File: src/rtl/fft_frame_loader_if.sv
// Sample-stream and banked-RAM write bus between ADC, frame loader and fft_top.
// The loader uses the master modport; the environment side uses slave.
interface fft_frame_loader_if #(
    parameter int DATA_W = 16,
    parameter int BANKS  = 4,
    parameter int DEPTH  = 512
);
    localparam int ADDR_W = $clog2(DEPTH);

    logic [DATA_W-1:0]        iDATA;
    logic                     iVALID;
    logic                     iRDY;
    logic [DATA_W-1:0]        oDATA;
    logic [BANKS*ADDR_W-1:0]  oADDR_WR;
    logic [BANKS-1:0]         oWE;
    logic                     oSTART;

    modport master (
        input  iDATA, iVALID, iRDY,
        output oDATA, oADDR_WR, oWE, oSTART
    );

    modport slave (
        output iDATA, iVALID, iRDY,
        input  oDATA, oADDR_WR, oWE, oSTART
    );
endinterface

File: src/rtl/fft_frame_loader.sv
// Captures one frame of ADC samples into banked FFT input RAM, then launches the FFT.
// Optional dropped-sample counter: define FFT_LOADER_OVF_CNT_EN.
module fft_frame_loader #(
    parameter int DATA_W     = 16,
    parameter int BANKS      = 4,
    parameter int DEPTH      = 512,
    parameter int INTERLEAVE = 0
) (
    input  logic                 iCLK,
    input  logic                 iRESET,
    input  logic                 iARM,
    input  logic                 iCONT,
    input  logic                 iABORT,
    output logic                 oBUSY,
    output logic [15:0]          oOVF_CNT,
    fft_frame_loader_if.master   bus
);
    localparam int ADDR_W = $clog2(DEPTH);
    localparam int N      = BANKS * DEPTH;
    localparam int CNT_W  = $clog2(N);
    localparam int BANK_W = $clog2(BANKS);

    typedef enum logic [1:0] {
        S_IDLE, S_FILL, S_LAUNCH, S_WAIT
    } state_t;

    state_t              state_q, state_d;
    logic [CNT_W-1:0]    n_q, n_d;
    logic [BANKS-1:0]    we_q, we_d;
    logic [ADDR_W-1:0]   addr_q, addr_d;
    logic [DATA_W-1:0]   data_q, data_d;
    logic                start_q, start_d;
    logic                rdy_q;

    logic [BANK_W-1:0]   bank;
    logic [ADDR_W-1:0]   addr;
    logic                rdy_edge;
    logic                last;

    generate
        if (INTERLEAVE == 0) begin : g_bank_major
            assign bank = n_q[CNT_W-1:ADDR_W];
            assign addr = n_q[ADDR_W-1:0];
        end else begin : g_round_robin
            assign bank = n_q[BANK_W-1:0];
            assign addr = n_q[CNT_W-1:BANK_W];
        end
    endgenerate

    // Only a fresh 0->1 of oRDY ends WAIT; a level left over is ignored.
    assign rdy_edge = bus.iRDY & ~rdy_q;
    assign last     = (n_q == CNT_W'(N - 1));

    always_comb begin
        state_d = state_q;
        n_d     = n_q;
        we_d    = '0;
        addr_d  = addr_q;
        data_d  = data_q;
        start_d = 1'b0;
        if (iABORT) begin
            state_d = S_IDLE;
            n_d     = '0;
        end else begin
            unique case (state_q)
                S_IDLE: begin
                    if (iARM) begin
                        state_d = S_FILL;
                        n_d     = '0;
                    end
                end
                S_FILL: begin
                    if (bus.iVALID) begin
                        we_d   = BANKS'(1) << bank;
                        addr_d = addr;
                        data_d = bus.iDATA;
                        n_d    = n_q + CNT_W'(1);
                        if (last) state_d = S_LAUNCH;
                    end
                end
                S_LAUNCH: begin
                    start_d = 1'b1;
                    state_d = S_WAIT;
                end
                S_WAIT: begin
                    if (rdy_edge) begin
                        state_d = iCONT ? S_FILL : S_IDLE;
                        n_d     = '0;
                    end
                end
                default: state_d = S_IDLE;
            endcase
        end
    end

    always_ff @(posedge iCLK or negedge iRESET) begin
        if (!iRESET) begin
            state_q <= S_IDLE;
            n_q     <= '0;
            we_q    <= '0;
            addr_q  <= '0;
            data_q  <= '0;
            start_q <= 1'b0;
            rdy_q   <= 1'b0;
        end else begin
            state_q <= state_d;
            n_q     <= n_d;
            we_q    <= we_d;
            addr_q  <= addr_d;
            data_q  <= data_d;
            start_q <= start_d;
            rdy_q   <= bus.iRDY;
        end
    end

    assign bus.oDATA    = data_q;
    assign bus.oADDR_WR = {BANKS{addr_q}};
    assign bus.oWE      = we_q;
    assign bus.oSTART   = start_q;
    assign oBUSY        = (state_q != S_IDLE);

`ifdef FFT_LOADER_OVF_CNT_EN
    logic [15:0] ovf_q, ovf_d;
    logic        drop;

    assign drop = bus.iVALID && (state_q != S_FILL);

    always_comb begin
        ovf_d = ovf_q;
        if (drop && ovf_q != 16'hFFFF) ovf_d = ovf_q + 16'd1;
    end

    always_ff @(posedge iCLK or negedge iRESET) begin
        if (!iRESET) ovf_q <= '0;
        else         ovf_q <= ovf_d;
    end

    assign oOVF_CNT = ovf_q;
`else
    assign oOVF_CNT = '0;
`endif
endmodule

File: src/flat_wrapper.sv
// flat-port wrapper written by rule: the top's interface ports become plain ports
module fft_frame_loader_flat 
#(
    parameter int DATA_W     = 16,
    parameter int BANKS      = 4,
    parameter int DEPTH      = 512,
    parameter int INTERLEAVE = 0
)
  (iCLK, iRESET, iARM, iCONT, iABORT, oBUSY, oOVF_CNT, bus_iDATA, bus_iVALID, bus_iRDY, bus_oDATA, bus_oADDR_WR, bus_oWE, bus_oSTART);
  fft_frame_loader_if #(.DATA_W(DATA_W), .BANKS(BANKS), .DEPTH(DEPTH)) bus_i ();
  input  logic iCLK;
  input  logic iRESET;
  input  logic iARM;
  input  logic iCONT;
  input  logic iABORT;
  output logic oBUSY;
  output logic [15:0] oOVF_CNT;
  input wire logic [$bits(bus_i.iDATA)-1:0] bus_iDATA;
  input wire logic [$bits(bus_i.iVALID)-1:0] bus_iVALID;
  input wire logic [$bits(bus_i.iRDY)-1:0] bus_iRDY;
  output wire logic [$bits(bus_i.oDATA)-1:0] bus_oDATA;
  output wire logic [$bits(bus_i.oADDR_WR)-1:0] bus_oADDR_WR;
  output wire logic [$bits(bus_i.oWE)-1:0] bus_oWE;
  output wire logic [$bits(bus_i.oSTART)-1:0] bus_oSTART;
  assign bus_i.iDATA = bus_iDATA;
  assign bus_i.iVALID = bus_iVALID;
  assign bus_i.iRDY = bus_iRDY;
  assign bus_oDATA = bus_i.oDATA;
  assign bus_oADDR_WR = bus_i.oADDR_WR;
  assign bus_oWE = bus_i.oWE;
  assign bus_oSTART = bus_i.oSTART;
  fft_frame_loader #(.DATA_W(DATA_W), .BANKS(BANKS), .DEPTH(DEPTH), .INTERLEAVE(INTERLEAVE)) u_core (.iCLK(iCLK), .iRESET(iRESET), .iARM(iARM), .iCONT(iCONT), .iABORT(iABORT), .oBUSY(oBUSY), .oOVF_CNT(oOVF_CNT), .bus(bus_i));
endmodule
File: config.mk
export PLATFORM = sky130hd
export DESIGN_NAME = fft_frame_loader_flat
export DESIGN_NICKNAME = d
export VERILOG_FILES = /design/src/rtl/fft_frame_loader_if.sv /design/src/rtl/fft_frame_loader.sv /design/src/flat_wrapper.sv
export SDC_FILE = /design/constraint.sdc
export NUM_CORES = 1
export LEC_CHECK = 0
export CORE_MARGIN = 4
export CORE_UTILIZATION = 40
export DETAILED_ROUTE_END_ITERATION = 10
export GPL_TIMING_DRIVEN = 0
export PLACE_DENSITY = 0.71
export SETUP_SLACK_MARGIN = 0.05
export SLEW_MARGIN = 20
export SYNTH_ARGS = -nofsm -noshare
export SYNTH_HDL_FRONTEND = slang
export SYNTH_SLANG_ARGS = --single-unit
File: constraint.sdc
create_clock -name iCLK -period 3.6 [get_ports iCLK]
set_input_delay 0.54 -clock iCLK [delete_from_list [all_inputs] [get_ports iCLK]]
set_output_delay 0.54 -clock iCLK [all_outputs]
set_load 0.02 [all_outputs]
**Yosys cells after proc, flatten, opt, wreduce, memory -nomap -nowiden**

Index checks and enable logic that the tools add are counted.

- Shifts and indexed selects: 1
- Add/sub/neg operators: 1
- Muxes and demuxes: 17
- Reductions and logical operators: 6
- Bitwise logic cells: 3
- Equality and inequality tests: 8

Operator list:

| cell | count |
|---|---|
| 2-to-1 mux 11 bit | 4 |
| one-hot mux 11 bit (3 select lines) | 1 |
| 2-to-1 mux 4 bit | 3 |
| adder 11 x 1 -> 11 bit (second input constant) | 1 |
| == test 11 bit (second input constant) | 1 |
| 2-to-1 mux 2 bit | 5 |
| one-hot mux 2 bit (4 select lines) | 1 |
| AND reduction 4 bit | 2 |
| inequality test 3 x 2 -> 1 bit (second input constant) | 2 |
| inequality test 3 bit (second input constant) | 2 |
| == test 2 bit (second input constant) | 2 |
| nonzero test 4 bit | 1 |
| << shifter 1 x 2 -> 4 bit (first input constant) | 1 |
| 2-to-1 mux 1 bit | 3 |
| AND reduction 3 bit | 1 |
| == test 2 x 1 -> 1 bit (second input constant) | 1 |
| zero test 2 bit | 1 |
| inverter 1 bit | 2 |
| nonzero test 2 bit | 1 |
| AND 1 bit | 1 |

- Output and inout bits: 74
- Input port bits: 23
- Bits in registers: 44
- Logic and storage cells: 43

**Logic depth before layout (Yosys ltp)**

Gate-level depths: netlist of the first run.

- Depth after elaboration: 5
- Depth in mapped cells: 7
- Mapped depth without buffers: 6

**Worst setup path before layout of the first run**

Ideal clock, no wire load.

- Kind: flip-flop to flip-flop
- From: register u_core.state_q[0]
- To: register u_core.n_q[7]
- Clock period less this slack: 1.891 ns
- Setup slack: 1.709 ns
- Buffers on the path: 0
- Library setup time: 0.127 ns
- Stages on the path, launching flop included: 7
- Arrival: 1.763 ns
- Cells stage by stage: dfrtp_1 inv_1 ha_1 nor2b_2 a2111oi_4 o211a_1 mux2_1

- Cells in the longest elaborated chain, start to end: 3

Ends and longest elaborated chain:

| element | line | source |
|---|---|---|
| start: declaration | fft_frame_loader.sv:27 | `state_t state_q, state_d;` |
| start signal: assignment | fft_frame_loader.sv:106 | `state_q <= state_d;` |
| == test 2 bit (tied with other cells) | fft_frame_loader.sv:65 | `unique case (state_q)` |
| inequality test 3 x 2 -> 1 bit (no source line) (tied with other cells) | -- |  |
| AND reduction 4 bit (no source line) or 2-to-1 mux 11 bit (tied branches) | -- |  |
| end signal: assignment | fft_frame_loader.sv:107 | `n_q <= n_d;` |
| end: declaration | fft_frame_loader.sv:28 | `logic [CNT_W-1:0] n_q, n_d;` |

Parallel ways exist; a longest one is shown, timed or not.
A chain may end at the register's enable or synchronous reset.

**Final worst setup path of the first run**

- From: register u_core.state_q[0]
- To: output port oBUSY

- Cells in the longest elaborated chain, start to end: 1

Ends and longest elaborated chain:

| element | line | source |
|---|---|---|
| nonzero test 2 bit | fft_frame_loader.sv:120 | `assign oBUSY = (state_q != S_IDLE);` |
| end: declaration | flat_wrapper.sv:16 | `output logic oBUSY;` |

No other way between the ends.

==> flow_metrics.tcl, run 1 <==
set metrics [dict create \
    outcome "complete, no violations" \
    skew_ns 0.00542 \
    peakVddDrop_mv 0.393 \
    dieArea_um2 7270 \
    hpwlAfterDp_um 3920 \
    hold_class "primary input to asynchronous set/reset pin" \
    synth_cell_types 43 \
    critPathMaxStageDelay_ns 0.60 \
    cpMostUsedCell "inv_1" \
    antenna_cells 0 \
    final_util_pct 61.0 \
    slew_viol_final 0 \
    period_minus_slack_ns 2.22 \
    finalSetupViolCount 0 \
    path_delay_family "buffers and inverters" \
    syn_to_final_growth_pct 44.1 \
    row_count 27 \
    cts_tree "built" \
    drc 0 \
    cp.arrival_ns 1.68 \
    insertion_delay_ns 0.29 \
    clockBufferDepth 2 \
    gp_congestion 0.914 \
    synthFlopType "dfrtp_1" \
    start_util_pct 42.3 \
    syn_area_um2 2390 \
    synth.avg_cell_area_um2 11.5 \
    rsz0062_at_grt "false" \
    synth_top_area_share_pct 46.1 \
    avgRoutedWirePerCell_um 12.7 \
    seq_area_frac_synth_pct 46.1 \
    reg2reg_depth 6 \
    io_buffers 80 \
    cts-resized-gates 0 \
    worstSetupEndpointType "primary output" \
    drt_wl_total_um 4860 \
    io_pins 97 \
    grt_pass1_vias 1813 \
    ys_top_cells_by_area "dfrtp_1 (46%), buf_4 (14%), mux2_1 (12%)" \
    reg2reg_slack_ns 1.54 \
    core_area_um2 5640 \
    crit_type "flop to primary output" \
    p_leak_uw 0.00159 \
    worstMarginPinSlew_ns 0.557 \
    final_antenna_net_count 0 \
    cts-root-buf "clkbuf_8" \
    cts.reportedPaths.clkPinSlew_ns 0.08 \
    numCtsBuffers 5 \
    post-route-cell-area_um2 3440 \
    critPathMaxFanout 4 \
    worst-path-buf-inv 3 \
    cts_setup_buffers 0 \
    placed_area_um2 3350 \
    grt_max_degree 26 \
    slew_headroom_pct 62.8 \
    powerDensity_nw_per_um2 541 \
    synth_edf_count 0 \
    r2r-start "u_core.state_q[0]$_DFFE_PN0P_" \
    async_flop_share_pct 100 \
    clock.fmax_ghz 0.450 \
    die-height_um 85.3 \
    syn_inst 207 \
    nets 338 \
    finalHoldViolCount 0 \
    grt_antenna_before_repair 0 \
    grt_pass1_wl_um 8240 \
    cts_hold_buf 0 \
    path_cells "inv_1 -> ha_1 -> inv_1 -> clkdlybuf4s50_1" \
    period_share_pct 61.7 \
    r2r-end "u_core.n_q[7]$_DFFE_PN0P_" \
    max_cap_viol_count 0 \
    synth_area_leader_cell "dfrtp_1" \
    gr-total-overflow 0 \
    cts.sinks 44 \
    ys_ff_latch 44 \
    critPathLaunchType "flop" \
    cts_htree_levels 2 \
    fin_setup_tns_ns 0 \
    ys_warn_count 0 \
    ys_top_cells_by_count "buf_4 (44), dfrtp_1 (44), mux2_1 (26)" \
    fp.dieW_um 85.3 \
    drtIter0Drc 138 \
    worst_path_max_delay_cell "clkdlybuf4s50_1" \
    first_pass_iters 4 \
    drive_gt1_share_pct 21.2 \
    required_ns 3.06 \
    via_count 1815 \
    grt_usage_pct 13.7 \
    via_per_inst 4.74 \
]
-- where the power goes --
part	switching [uW]	internal (uW)	total (uW)
logic	453	427	880
registers	64.3	607	671
clock network	154	156	310
-- cell usage in the layout, fill, tap and decap left out, types with 4 or more instances in the layout --
| cell type | count |
|---|---|
| clkbuf_8 | 6 |
| dfrtp_1 | 44 |
| clkdlybuf4s50_1 | 79 |
| conb_1 | 16 |
| o21ai_1 | 4 |
| mux2_1 | 26 |
| inv_1 | 5 |
| ha_1 | 5 |
| nand2_1 | 7 |
| buf_4 | 44 |
| o31ai_1 | 9 |
| buf_2 | 5 |
| nor3_1 | 5 |
| a21oi_1 | 7 |
-- layout make-up --
type,instances,area [um2]
clock buffers,8,90.1
multi-input cells,123,958
plain buffers,49,362
flip-flops and latches,44,1100
fillers,461,2200
repair buffers,81,816
well taps,72,90.1
inverters,6,22.5
-- logic make-up (layout without fill, tap and decap cells) --
family          count (synthesis)  count (layout)  synth area share [%]
flops                          44              44                  46.1
fa+ha+maj                       5               5                  2.62
buf+inv                        55             144                  16.1
simple gates                   39              39                  10.2
mux                            26              26                  12.3
other cells                     1              16                 0.157
compound gates                 37              37                  12.6
-- worst register-to-register path, cell delays in order, from the launching register on --
cell	delay [ns]
dfrtp_1	0.38
inv_1	0.10
ha_1	0.36
nor2b_2	0.19
a2111oi_4	0.42
o211a_1	0.19
mux2_1	0.31
-- metal layers --
layer	vias up	GRT usage, %	part of all wire, %
li1	892	-	-
met1	834	16.2	41
met2	82	23.9	48
met3	7	5.15	9.8
met4	0	2.73	0.78
met5	-	0	0
-- state kept, by name, indices dropped and copies added (netlist names) --
signal             cells
u_core.bus.oDATA      16
u_core.n_q            11
u_core.addr_q          9
u_core.bus.oWE         4
u_core.state_q         2
u_core.bus.oSTART      1
u_core.rdy_q           1
-- how the worst max path moves through the flow --
stage	start	cells after the start	endpoint
after floorplan	u_core.state_q[0]$_DFFE_PN0P_	6	u_core.n_q[7]$_DFFE_PN0P_
after global placement	iRESET	1	u_core.bus.oDATA[8]$_DFFE_PN0P_
after detailed placement	iABORT	7	u_core.n_q[10]$_DFFE_PN0P_
after CTS	u_core.state_q[0]$_DFFE_PN0P_	4	oBUSY
after global routing	u_core.state_q[0]$_DFFE_PN0P_	4	oBUSY
final	u_core.state_q[0]$_DFFE_PN0P_	4	oBUSY
-- metrics by stage --
stage                     hold slack [ns]  total power [uW]  std cells  worst slack [ns]
after floorplan                     0.244              1210        222              1.71
final                               0.190              1860        383              1.38
after detailed placement            0.482              1570        375              1.32
after global placement              0.473              1550        374             0.790
after global routing                0.210              1990        383              1.27
after CTS                           0.200              1890        383              1.35
Power figures use the tool's default switching activity.
==> inputs of run 2 (changes only) <==
Settings changed: CORE_UTILIZATION 40 to 39, PLACE_DENSITY 0.71 to 0.72.
Clock period 3.6 ns to 1.8 ns, I/O delays scaled along.
==> run 2 against run 1 <==
- the run now ends with negative setup slack left
- worst hold slack gained 0.28 ns
- critical path depth rose by 2
- sequential power increased by 100%
- combinational power increased by 150%
- utilization increased by 1.9 points
- flip-flop and latch count did not move
- clock skew rose by 0.00091 ns
- clock-buffer cell count fell by 3
- global-route usage rose by 0.13 points
- sequential share of layout area down 2.4 points
- register-to-register slack got worse by 1.6 ns
- first-iteration DRC count down 36%
- largest power group unchanged
- highest routed layer unchanged
==> flow_metrics.tcl, run 2 (same netlist as run 1, synthesis figures left out) <==
set metrics [dict create \
    outcome "finished, violations left" \
    violations "negative setup slack" \
    final_cell_mix "clkdlybuf4s50_1 (74), buf_4 (55), dfrtp_1 (43)" \
    power_uw 4110 \
    skew_ns 0.00633 \
    first_pass_iters 4 \
    die-height_um 86.2 \
    finalHoldViolCount 0 \
    grt_pass1_vias 1816 \
    final_util_pct 62.8 \
    hpwlAfterDp_um 3810 \
    crit_type "flop to flop" \
    grt_antenna_before_repair 0 \
    via_count 1849 \
    cts_htree_levels 2 \
    period_minus_slack_ns 1.84 \
    critPathMaxFanout 6 \
    cp.arrival_ns 2.02 \
    grt_pass1_wl_um 8380 \
    slew_headroom_pct 62.2 \
    hold_ws_ns 0.466 \
    worstMarginPinSlew_ns 0.565 \
    clockBufferDepth 2 \
    drt_wl_total_um 5120 \
    start_util_pct 40.3 \
    drive_gt1_share_pct 31.3 \
    row_count 28 \
    io_pins 97 \
    grt_max_degree 26 \
    fin_setup_tns_ns -0.0756 \
    setup_slack_ns -0.0384 \
    dieArea_um2 7440 \
    final_antenna_net_count 0 \
    required_ns 1.99 \
    worst-path-buf-inv 1 \
    via_per_inst 4.61 \
    cts-root-buf "clkbuf_8" \
    gp_congestion 0.869 \
    critPathLaunchType "flop" \
    startpoint "u_core.state_q[0]$_DFFE_PN0P_" \
    period_share_pct 102 \
    p_leak_uw 0.00179 \
    cts_tree "built" \
    r2r-start "u_core.state_q[0]$_DFFE_PN0P_" \
    antenna_cells 0 \
    clock.fmax_ghz 0.544 \
    post-route-cell-area_um2 3720 \
    cts.sinks 44 \
    insertion_delay_ns 0.29 \
    peakVddDrop_mv 0.791 \
    slew_viol_final 0 \
    layout_commonest_cell "clkdlybuf4s50_1" \
    gr-total-overflow 0 \
    nets 353 \
    max_cap_viol_count 0 \
    drtIter0Drc 88 \
    path_cells "buf_6 -> ha_4 -> nor2b_4 -> a2111oi_4 -> o211a_1 -> mux2_4" \
    hold_class "primary input to asynchronous set/reset pin" \
    r2r-end "u_core.n_q[7]$_DFFE_PN0P_" \
    largest_reg_flops 16 \
    drc 0 \
    numCtsBuffers 5 \
    worstSetupEndpointType "flop" \
    avgRoutedWirePerCell_um 12.8 \
    powerDensity_nw_per_um2 1110 \
    worst_path_max_delay_cell "dfrtp_1" \
    reg2reg_depth 6 \
    fp.dieW_um 86.2 \
    fillers 496 \
    rsz0062_at_grt "true" \
    syn_to_final_growth_pct 55.8 \
    io_buffers 80 \
    critPathMaxStageDelay_ns 0.40 \
    path_delay_family "compound AO/OA/AOI/OAI gates" \
    placed_area_um2 3390 \
    crit_path_end "u_core.n_q[7]$_DFFE_PN0P_" \
    cp.depth 6 \
    finalSetupViolCount 4 \
    core_area_um2 5920 \
    reg2reg_slack_ns -0.04 \
    cts.reportedPaths.clkPinSlew_ns 0.09 \
    grt_usage_pct 13.9 \
]
## run 2: cell types whose count changed in the layout (fill, tap and decap cells not counted), moves of 3 or more
cell             previous run  this run
a21oi_1                     7         4
a21oi_2                     0         3
buf_2                       5         1
buf_4                      44        55
buf_6                       1         6
clkdlybuf4s50_1            79        74
dlymetal6s2s_1              0         4
ha_1                        5         2
o31ai_1                     9         5
o31ai_2                     0         4
## run 2: final cells by class
type	instances	area (um2)	area share [%]
flip-flops and latches	44	1100	29.6
clock inverters	3	18.8	0.505
repair buffers	96	960	25.8
clock buffers	5	68.8	1.85
well taps	75	93.8	2.52
inverters	6	22.5	0.605
multi-input cells	123	1070	28.8
plain buffers	49	383	10.3
## run 2: how the worst min path moves through the flow
| stage | start | endpoint | slack [ns] | cells past startpoint |
|---|---|---|---|---|
| 4_1_cts | iRESET | u_core.bus.oSTART$_DFF_PN0_ | 0.48 | 2 |
| 5_1_grt | bus_iRDY | u_core.rdy_q$_DFF_PN0_ | 0.50 | 1 |
| 6_report | iRESET | u_core.bus.oSTART$_DFF_PN0_ | 0.47 | 2 |
| 2_1_floorplan | iRESET | u_core.addr_q[0]$_DFFE_PN0P_ | -0.03 | 0 |
| 3_3_place_gp | u_core.bus.oDATA[9]$_DFFE_PN0P_ | u_core.bus.oDATA[9]$_DFFE_PN0P_ | 0.47 | 1 |
| 3_5_place_dp | iRESET | u_core.state_q[0]$_DFFE_PN0P_ | 0.26 | 1 |
## run 2: where the power goes
group | total, uW | leakage, uW | switching (uW) | internal [uW]
registers | 1340 | 0.000577 | 128 | 1210
clock network | 600 | 0.0000479 | 329 | 270
logic | 2170 | 0.00116 | 1030 | 1140
total | 4110 | 0.00179 | 1490 | 2630
## run 2: stage by stage
| step | cells | setup slack, ns |
|---|---|---|
| after floorplan | 222 | 0.0332 |
| after global placement | 377 | -0.771 |
| after detailed placement | 378 | -0.253 |
| after CTS | 395 | -0.0570 |
| after global routing | 401 | -0.115 |
| final | 401 | -0.0384 |
## run 2: timing repair
item | CTS | global route
buffers inserted | 8 | 6
endpoints found under the hold margin | 19 | 0
pin swaps | 12 | 4
cloned | 0 | 0
gates resized for setup | 9 | 22
endpoints found under the setup margin | 26 | 47
hold buffers | 1 | 0
## run 2: metal layers
metal | up-vias | GRT usage (%) | routed length [um]
li1 | 916 | - | -
met1 | 852 | 18.3 | 2160
met2 | 75 | 22.5 | 2510
met3 | 6 | 2.66 | 365
met4 | 0 | 5.52 | 78
met5 | - | 0 | 0
